[config.mk]
export PLATFORM = sky130hd
export DESIGN_NAME = uart_shift_reg_p
export DESIGN_NICKNAME = d
export VERILOG_FILES = /design/src/rtl/uart_shift_reg_p.sv
export SDC_FILE = /design/constraint.sdc
export NUM_CORES = 1
export LEC_CHECK = 0
export CORE_MARGIN = 5
export CORE_UTILIZATION = 36
export DETAILED_ROUTE_END_ITERATION = 16
export GPL_TIMING_DRIVEN = 0
export HOLD_SLACK_MARGIN = 0.1
export PLACE_DENSITY = 0.75
export SLEW_MARGIN = 20
export SYNTH_ARGS = -nofsm -noshare
export SYNTH_HDL_FRONTEND = slang
export SYNTH_SLANG_ARGS = --single-unit
export TNS_END_PERCENT = 20
[constraint.sdc]
create_clock -name clk_in -period 1.1 [get_ports clk_in]
set_input_delay 0.33 -clock clk_in [delete_from_list [all_inputs] [get_ports clk_in]]
set_output_delay 0.33 -clock clk_in [all_outputs]
set_load 0.005 [all_outputs]
[src/rtl/uart_shift_reg_p.sv]
// rtl/uart_shift_reg_p.sv - parametrised load/shift register for the UART datapath
//
// Parallel-loads a WIDTH-bit word, serialises it LSB- or MSB-first while
// capturing a serial input, and counts shifts since the last load with a
// one-cycle done pulse after the WIDTH-th shift. Shared by the TX serialiser
// (so) and the RX deserialiser (si -> dout).
//
// Optional feature macro: SHIFT_REG_PARITY_EN adds the parity output.
//
// Parameters:
//   WIDTH     data word width (>= 2)
//   LSB_FIRST 1: shift toward bit 0, si enters at WIDTH-1; 0: the reverse
// Ports:
//   clk_in   in   clock, rising edge
//   reset    in   asynchronous active-high reset
//   ld       in   parallel load strobe (wins over shift)
//   shift    in   shift-one-bit strobe
//   din      in   parallel load data
//   si       in   serial input bit
//   so       out  serial output bit (current end bit of the register)
//   dout     out  register contents
//   bit_cnt  out  shifts completed since the last load
//   busy     out  high from load until WIDTH shifts have completed
//   parity   out  XOR-reduction of dout (SHIFT_REG_PARITY_EN only)
//   done     out  one-cycle pulse after the WIDTH-th shift

module uart_shift_reg_p #(
    parameter int WIDTH     = 8,
    parameter bit LSB_FIRST = 1'b1
) (
    input  logic                     clk_in,
    input  logic                     reset,
    input  logic                     ld,
    input  logic                     shift,
    input  logic [WIDTH-1:0]         din,
    input  logic                     si,
    output logic                     so,
    output logic [WIDTH-1:0]         dout,
    output logic [$clog2(WIDTH)-1:0] bit_cnt,
    output logic                     busy,
`ifdef SHIFT_REG_PARITY_EN
    output logic                     parity,
`endif
    output logic                     done
);

    localparam int CNT_W = $clog2(WIDTH);
    localparam logic [CNT_W-1:0] LAST_CNT = CNT_W'(WIDTH - 1);

    logic [WIDTH-1:0] data_q, data_d;
    logic [CNT_W-1:0] cnt_q, cnt_d;
    logic             busy_q, busy_d;
    logic             done_q, done_d;

    always_ff @(posedge clk_in or posedge reset) begin
        if (reset) begin
            data_q <= '0;
            cnt_q  <= '0;
            busy_q <= 1'b0;
            done_q <= 1'b0;
        end else begin
            data_q <= data_d;
            cnt_q  <= cnt_d;
            busy_q <= busy_d;
            done_q <= done_d;
        end
    end

    always_comb begin
        data_d = data_q;
        cnt_d  = cnt_q;
        busy_d = busy_q;
        // done is a pulse: it only survives one cycle unless re-set below
        done_d = 1'b0;
        if (ld) begin
            data_d = din;
            cnt_d  = '0;
            busy_d = 1'b1;
        end else if (shift) begin
            if (LSB_FIRST) begin
                data_d = {si, data_q[WIDTH-1:1]};
            end else begin
                data_d = {data_q[WIDTH-2:0], si};
            end
            // An idle register still moves data, but the word bookkeeping
            // only advances while a loaded word is being serialised.
            if (busy_q) begin
                if (cnt_q == LAST_CNT) begin
                    cnt_d  = '0;
                    busy_d = 1'b0;
                    done_d = 1'b1;
                end else begin
                    cnt_d = cnt_q + CNT_W'(1);
                end
            end
        end
    end

    assign so      = LSB_FIRST ? data_q[0] : data_q[WIDTH-1];
    assign dout    = data_q;
    assign bit_cnt = cnt_q;
    assign busy    = busy_q;
    assign done    = done_q;

`ifdef SHIFT_REG_PARITY_EN
    assign parity = ^data_q;
`endif

endmodule

Yosys cells after proc, flatten, opt, wreduce, memory -nomap -nowiden --
Cells that the tools add are included.
Word-level totals: flip-flop bits (word level) 13, bits of input ports 13, output and inout bits 14, word-level logic and storage cells 23
Cells by class: $add $sub $neg 1, equal/unequal tests 1, muxes and demuxes 14, reductions and logical operators 3
Operators by type and width (number):
- $mux 8 | 2
- $mux 3 | 4
- $mux 1 | 8
- $reduce_bool 2->1 | 2
- $add 3x1->3 const B | 1
- $eq 3x3->1 const B | 1
- $reduce_and 2->1 | 1

Logic depth before layout (Yosys ltp) --
Gate-level depths: netlist of run 1.
word-level depth 5, gate-level depth with buffers 4, depth with buffers taken out 4

Worst setup path after synthesis of run 1 --
Ideal clock, no wire load.
path kind reg-to-reg, from reg cnt_q[0], in the netlist bit_cnt[0], to reg cnt_q[0], in the netlist bit_cnt[0], library setup time 0.073 ns, arrival time 1.069 ns, data required time 1.027 ns, setup slack -0.042 ns, cell stages (with the launch flop) 5, path buffers 0, clock period less this slack 1.142 ns, cells stage by stage dfrtp_1 -> ha_1 -> ha_1 -> nand4bb_1 -> a21oi_2
On the way: longest elaborated chain between the ends 5, elaborated cells on any way between the ends 6, classes of those cells add/sub: 1; eq/ne: 1; mux: 4
RTL lines:
- start: declaration | RTL line 51 | logic [CNT_W-1:0] cnt_q, cnt_d;
- start signal: assignment | RTL line 63 | cnt_q <= cnt_d;
- $add 3x1->3 or $eq 3x3->1 (tied branches) | RTL line 93, 88
- $mux 3 (*) | RTL line 88 | if (cnt_q == LAST_CNT) begin
- $mux 3 (*) | RTL line 87 | if (busy_q) begin
- $mux 3 (*) | RTL line 79 | end else if (shift) begin
- $mux 3 (*) | RTL line 75 | if (ld) begin
Every way passes the cells marked *; elsewhere a longest branch is shown, timed or not. The select of a mux whose other input is x is not followed. A chain may end at the register's enable or synchronous reset.

Worst setup path in the final report of run 1 --
from reg data_q[0], in the netlist dout[0], to out dout[0]
RTL lines:
- start: declaration | RTL line 50 | logic [WIDTH-1:0] data_q, data_d;
- start signal: assignment | RTL line 62 | data_q <= data_d;
- end: declaration | RTL line 38 | output logic [WIDTH-1:0] dout,
No word-level cell between the ends.

==> results_dict.tcl, run 1 <==
set metrics [dict create \
    grt_max_degree 14 \
    path_class "flip-flop to primary output" \
    drc 0 \
    cts_tree "done" \
    vdd_drop_max_uv 571 \
    max_stage_delay_ps 410 \
    grt_pass1_vias 677 \
    yosysTopAreaCell "dfrtp_1" \
    clkLatencyLatePin_ps 270 \
    slowest_stage "dfrtp_1" \
    place_ws_ps -362 \
    grtUsageMet1 0.173 \
    start_util 0.378 \
    cap_violations 0 \
    cts_htree_levels 1 \
    cts_buffer_depth 2 \
    violations "negative setup slack" \
    path_max_fanout 3 \
    dr.pass1.iters 4 \
    final_nets 112 \
    grt_pass1_wl_um 2820 \
    path_cells "buf_6, buf_6" \
    use_met2 0.221 \
    worstPathRequired_ps 770 \
    worst_pin_slew_ps 506 \
    ys_ff_latch 13 \
    path_clk_slew_ps 90 \
    fin_crit_ps 1230 \
    run_status "finished with violations" \
    die_area_um2 2740 \
    fin_util 0.590 \
    dr_total_vias 572 \
    arrival_ps 900 \
    syn_nets 72 \
    synth.distinct_cells 17 \
    place_congestion 0.739 \
    slew_headroom 0.662 \
    hold_ws_ps 369 \
    syn_area_per_cell_um2 11.3 \
    clock-sinks 13 \
    p_leak_nw 0.484 \
    cts-hold-fix-buffers 0 \
    io_pins 27 \
    worst_setup_path_start_kind "flip-flop" \
    min_period_over_period 1.12 \
    slew_viol_final 0 \
    rsz0062_at_grt "yes" \
    core-area_um2 1710 \
    grtUsageTotal 0.138 \
    port_buffers 25 \
    min_path_type "input pin to flip-flop" \
    grt-busiest-layer "met2" \
    grt_overflow 0 \
    crit_top_cell "buf_6" \
    wl_per_cell_um 13.1 \
    synthTopCellsByArea "dfrtp_1, mux2i_1, o21ai_1" \
    insertedDiodeCount 0 \
    root_buffer "clkbuf_4" \
    antenna_found_initial 0 \
    die_w_um 52.4 \
    globalRouteMet3Util 0.0427 \
    crit_buf_inv 2 \
    detail_route.vias_per_cell 4.73 \
    cp_top_family "flip-flops" \
    yosys_warnings 0 \
    skew_ps 8.91 \
    drt_iter0_drc 7 \
    setup_viol 14 \
    synthCells 57 \
    worst_slack_ps -131 \
    hold_violations 0 \
    area_delta_synth_final_pct 56.0 \
    drt-total-wl_um 1590 \
    drive_gt1_frac 0.385 \
    ys_seq_area_frac 0.504 \
    syn_area_um2 646 \
    power_density_nw_per_um2 1090 \
    numCtsBuffers 3 \
    rows 15 \
    die_h_um 52.4 \
    synth_top_area_frac 0.504 \
    fmax_mhz 812 \
    antenna_left 0 \
    end_kind "primary output" \
]
[worst register-to-register path: stages, from the launching register on]
cell       delay (ps)
dfrtp_1           400
buf_6             130
ha_4              150
ha_4              150
nand4bb_1         180
a21oi_2           130
[cell usage after synthesis, drive strengths merged]
cell,instances
a21o,1
nand4bb,1
a21bo,3
dfrtp,13
inv,1
mux2i,8
nand2,9
o21ai,8
nand3,2
and4b,1
buf,4
a21oi,3
clkbuf,1
ha,2
[layout by cell type, fill, tap and decap left out]
master,n
o21ai_1,8
clkdlybuf4s50_1,11
dfrtp_1,12
clkbuf_1,1
dfrtp_2,1
buf_8,1
and4b_1,1
nand2_1,9
inv_1,1
ha_4,2
buf_4,9
clkdlybuf4s15_1,1
buf_6,4
clkbuf_2,10
a21bo_1,3
nand3_1,2
mux2i_1,8
buf_2,3
clkbuf_4,4
nand4bb_1,1
a21oi_2,3
a21o_1,1
[layout make-up]
| cell class | instances | area (um^2) |
|---|---|---|
| clock buffer | 4 | 26.3 |
| timing repair buffer | 35 | 270 |
| multi-input combinational | 38 | 299 |
| inverter | 1 | 3.75 |
| buffer | 5 | 50.0 |
| tap | 25 | 31.3 |
| sequential | 13 | 327 |
| fill | 154 | 701 |
[what timing repair did]
action | 4_1_cts | 5_1_grt
buffers inserted | 10 | 0
pin swaps | 2 | 1
gates resized for setup | 42 | 10
endpoints found under the setup margin | 24 | 19
[layer usage]
metal  share of wire  up-vias
met5               0        -
met4               0        0
met3           0.045        0
met2            0.51       17
met1            0.44      280
li1                -      275
[through the flow]
stage / std cells / TNS (ps) / instance area (um^2) / power, mW
after floorplan: 57 / -26.3 / 661 / 0.655
final: 121 / -576 / 1010 / 1.10
after CTS: 121 / -1530 / 1050 / 1.13
after global placement: 107 / -5040 / 942 / 0.793
after global routing: 121 / -1330 / 1010 / 1.18
after detailed placement: 107 / -4960 / 942 / 0.797
[where the power goes]
group	total (mW)	switching [mW]	internal (mW)	leakage (nW)
clock network	0.295	0.155	0.140	0.0150
registers	0.537	0.0238	0.513	0.160
logic	0.268	0.107	0.162	0.309
total	1.10	0.285	0.815	0.484
[kinds of logic after synthesis]
kind of cell	share of synthesized area
simple gates	0.101
mux	0.124
compound gates	0.161
flops	0.504
fa+ha+maj	0.0388
buf+inv	0.0717
[sequential cells by signal (all words and copies together) (netlist names)]
signal and cells:
dout 8, busy 1, done 1, bit_cnt 3
[worst paths after layout]
path | from | to | slack (ps) | depth (start not counted)
hold / removal | shift | bit_cnt[0] | 370 | 3
setup reg to reg | bit_cnt[0] | bit_cnt[0] | -110 | 5
min in group asynchronous | reset | dout[3] | 400 | 2
max in group asynchronous | reset | busy | 320 | 2
setup / recovery | dout[0] | dout[0] | -130 | 2
hold reg to reg | dout[2] | dout[1] | 590 | 2
(Power assumes the default switching activity.)
==> run 2, diff against run 1 <==
--- a/config.mk
+++ b/config.mk
@@ -7,6 +7,8 @@
 export LEC_CHECK = 0
 export CORE_MARGIN = 5
 export CORE_UTILIZATION = 36
+export CTS_CLUSTER_DIAMETER = 40
+export CTS_CLUSTER_SIZE = 14
 export DETAILED_ROUTE_END_ITERATION = 16
 export GPL_TIMING_DRIVEN = 0
 export HOLD_SLACK_MARGIN = 0.1
==> results of run 2 <==
Same layout as run 1: the final DEF is identical, and so are final timing and power.
==> run 3, diff against run 2 <==
--- a/config.mk
+++ b/config.mk
@@ -5,8 +5,10 @@
 export SDC_FILE = /design/constraint.sdc
 export NUM_CORES = 1
 export LEC_CHECK = 0
+export CELL_PAD_IN_SITES_DETAIL_PLACEMENT = 1
+export CELL_PAD_IN_SITES_GLOBAL_PLACEMENT = 1
 export CORE_MARGIN = 5
-export CORE_UTILIZATION = 36
+export CORE_UTILIZATION = 27
 export CTS_CLUSTER_DIAMETER = 40
 export CTS_CLUSTER_SIZE = 14
 export DETAILED_ROUTE_END_ITERATION = 16
==> results_dict.tcl, run 3 (synthesized netlist as in run 1, its figures left out) <==
set metrics [dict create \
    rsz0062_at_grt "yes" \
    slowest_stage "dfrtp_1" \
    detail_route.vias_per_cell 4.68 \
    power_density_nw_per_um2 1080 \
    fin_util 0.462 \
    slew_headroom 0.663 \
    crit_top_cell "buf_6" \
    worst_slack_ps -142 \
    worstPathRequired_ps 770 \
    crit_buf_inv 2 \
    min_period_over_period 1.13 \
    r2r_start "bit_cnt[1]" \
    r2r_setup_slack_ps -130 \
    vdd_drop_max_uv 754 \
    setup.worst_path.start "dout[0]" \
    skew_ps 6.67 \
    cp_top_family "flip-flops" \
    drt-total-wl_um 1800 \
    rows 17 \
    violations "negative setup slack" \
    end_kind "primary output" \
    min_path_type "input pin to asynchronous set/reset pin" \
    root_buffer "clkbuf_4" \
    fin_crit_ps 1240 \
    antenna_found_initial 0 \
    grtUsageTotal 0.114 \
    die_w_um 58.9 \
    port_buffers 25 \
    worst_setup_path_start_kind "flip-flop" \
    total_power_mw 1.12 \
    path_cells "buf_6, buf_6" \
    die_area_um2 3470 \
    dr_total_vias 594 \
    max_stage_delay_ps 410 \
    path_class "flip-flop to primary output" \
    dr.pass1.iters 2 \
    cap_violations 0 \
    drt_iter0_drc 7 \
    final_nets 115 \
    clkLatencyLatePin_ps 280 \
    grt_max_degree 14 \
    clock-sinks 13 \
    io_pins 27 \
    grt_overflow 0 \
    path_clk_slew_ps 90 \
    slew_viol_final 0 \
    dp.cells 110 \
    r2r-end "bit_cnt[0]" \
    grt_pass1_wl_um 2990 \
    p_leak_nw 0.505 \
    largest_register_ffs 8 \
    numCtsBuffers 3 \
    insertedDiodeCount 0 \
    core-area_um2 2250 \
    area_delta_synth_final_pct 61.4 \
    drive_gt1_frac 0.434 \
    reg2reg_depth 5 \
    cts_tree "done" \
    worst_pin_slew_ps 505 \
    place_congestion 0.689 \
    fin_cells 127 \
    hpwlAfterDp_um 1230 \
    start_util 0.286 \
    setup_viol 16 \
    antenna_left 0 \
    cts_buffer_depth 2 \
    die_h_um 58.9 \
    endpoint "dout[0]" \
    fmax_mhz 805 \
    arrival_ps 910 \
    run_status "finished with violations" \
    final_cell_mix "clkbuf_2, dfrtp_1, clkdlybuf4s50_1, buf_4, nand2_1" \
    grt_pass1_vias 671 \
    path_max_fanout 3 \
    drc 0 \
    cts_htree_levels 1 \
    hold_violations 0 \
    wl_per_cell_um 14.2 \
    crit_cells 2 \
]
[run 3: report_power, final]
| group | switching [mW] | total (mW) | leakage [nW] | internal (mW) |
|---|---|---|---|---|
| combinational | 0.116 | 0.289 | 0.327 | 0.173 |
| sequential | 0.0212 | 0.534 | 0.160 | 0.513 |
| clock | 0.167 | 0.302 | 0.0177 | 0.135 |
[run 3: repair_timing]
item	4_1_cts	5_1_grt
pin swaps	2	3
buffers inserted	11	2
gates cloned	0	0
hold buffers	0	0
endpoints found under the setup margin	24	20
resized for setup	41	14
[run 3: worst min-delay path by stage]
stage,start,to,slack [ps],cells past startpoint
after floorplan,reset,bit_cnt[0],210,1
after global placement,dout[4],dout[4],560,2
after detailed placement,dout[4],dout[4],570,2
after CTS,shift,bit_cnt[0],380,3
after global routing,shift,bit_cnt[0],380,3
final,reset,dout[5],370,2
[run 3: area by class of cell]
cell class | count | area (um^2)
Inverter | 1 | 3.75
Fill cell | 262 | 1210
Multi-Input combinational cell | 38 | 304
Sequential cell | 13 | 327
Buffer | 5 | 50.0
Timing Repair Buffer | 38 | 295
Tap cell | 28 | 35.0
Clock buffer | 3 | 22.5
Clock inverter | 1 | 5.00
[run 3: stage by stage]
stage,setup slack (ps),hold WS (ps),cell area [um^2],setup TNS [ps]
after CTS,-166,375,1070,-1850
after global routing,-190,377,1040,-1380
after detailed placement,-345,573,946,-5050
after floorplan,-26.3,207,661,-26.3
after global placement,-344,565,946,-4970
final,-142,366,1040,-648
[run 3: layer usage]
metal / track usage / routed length (um) / up-vias
met4: 0.0356 / 4 / 0
met5: 0 / 0 / -
met3: 0.0504 / 97 / 2
met1: 0.122 / 728 / 293
li1: - / - / 284
met2: 0.200 / 972 / 15
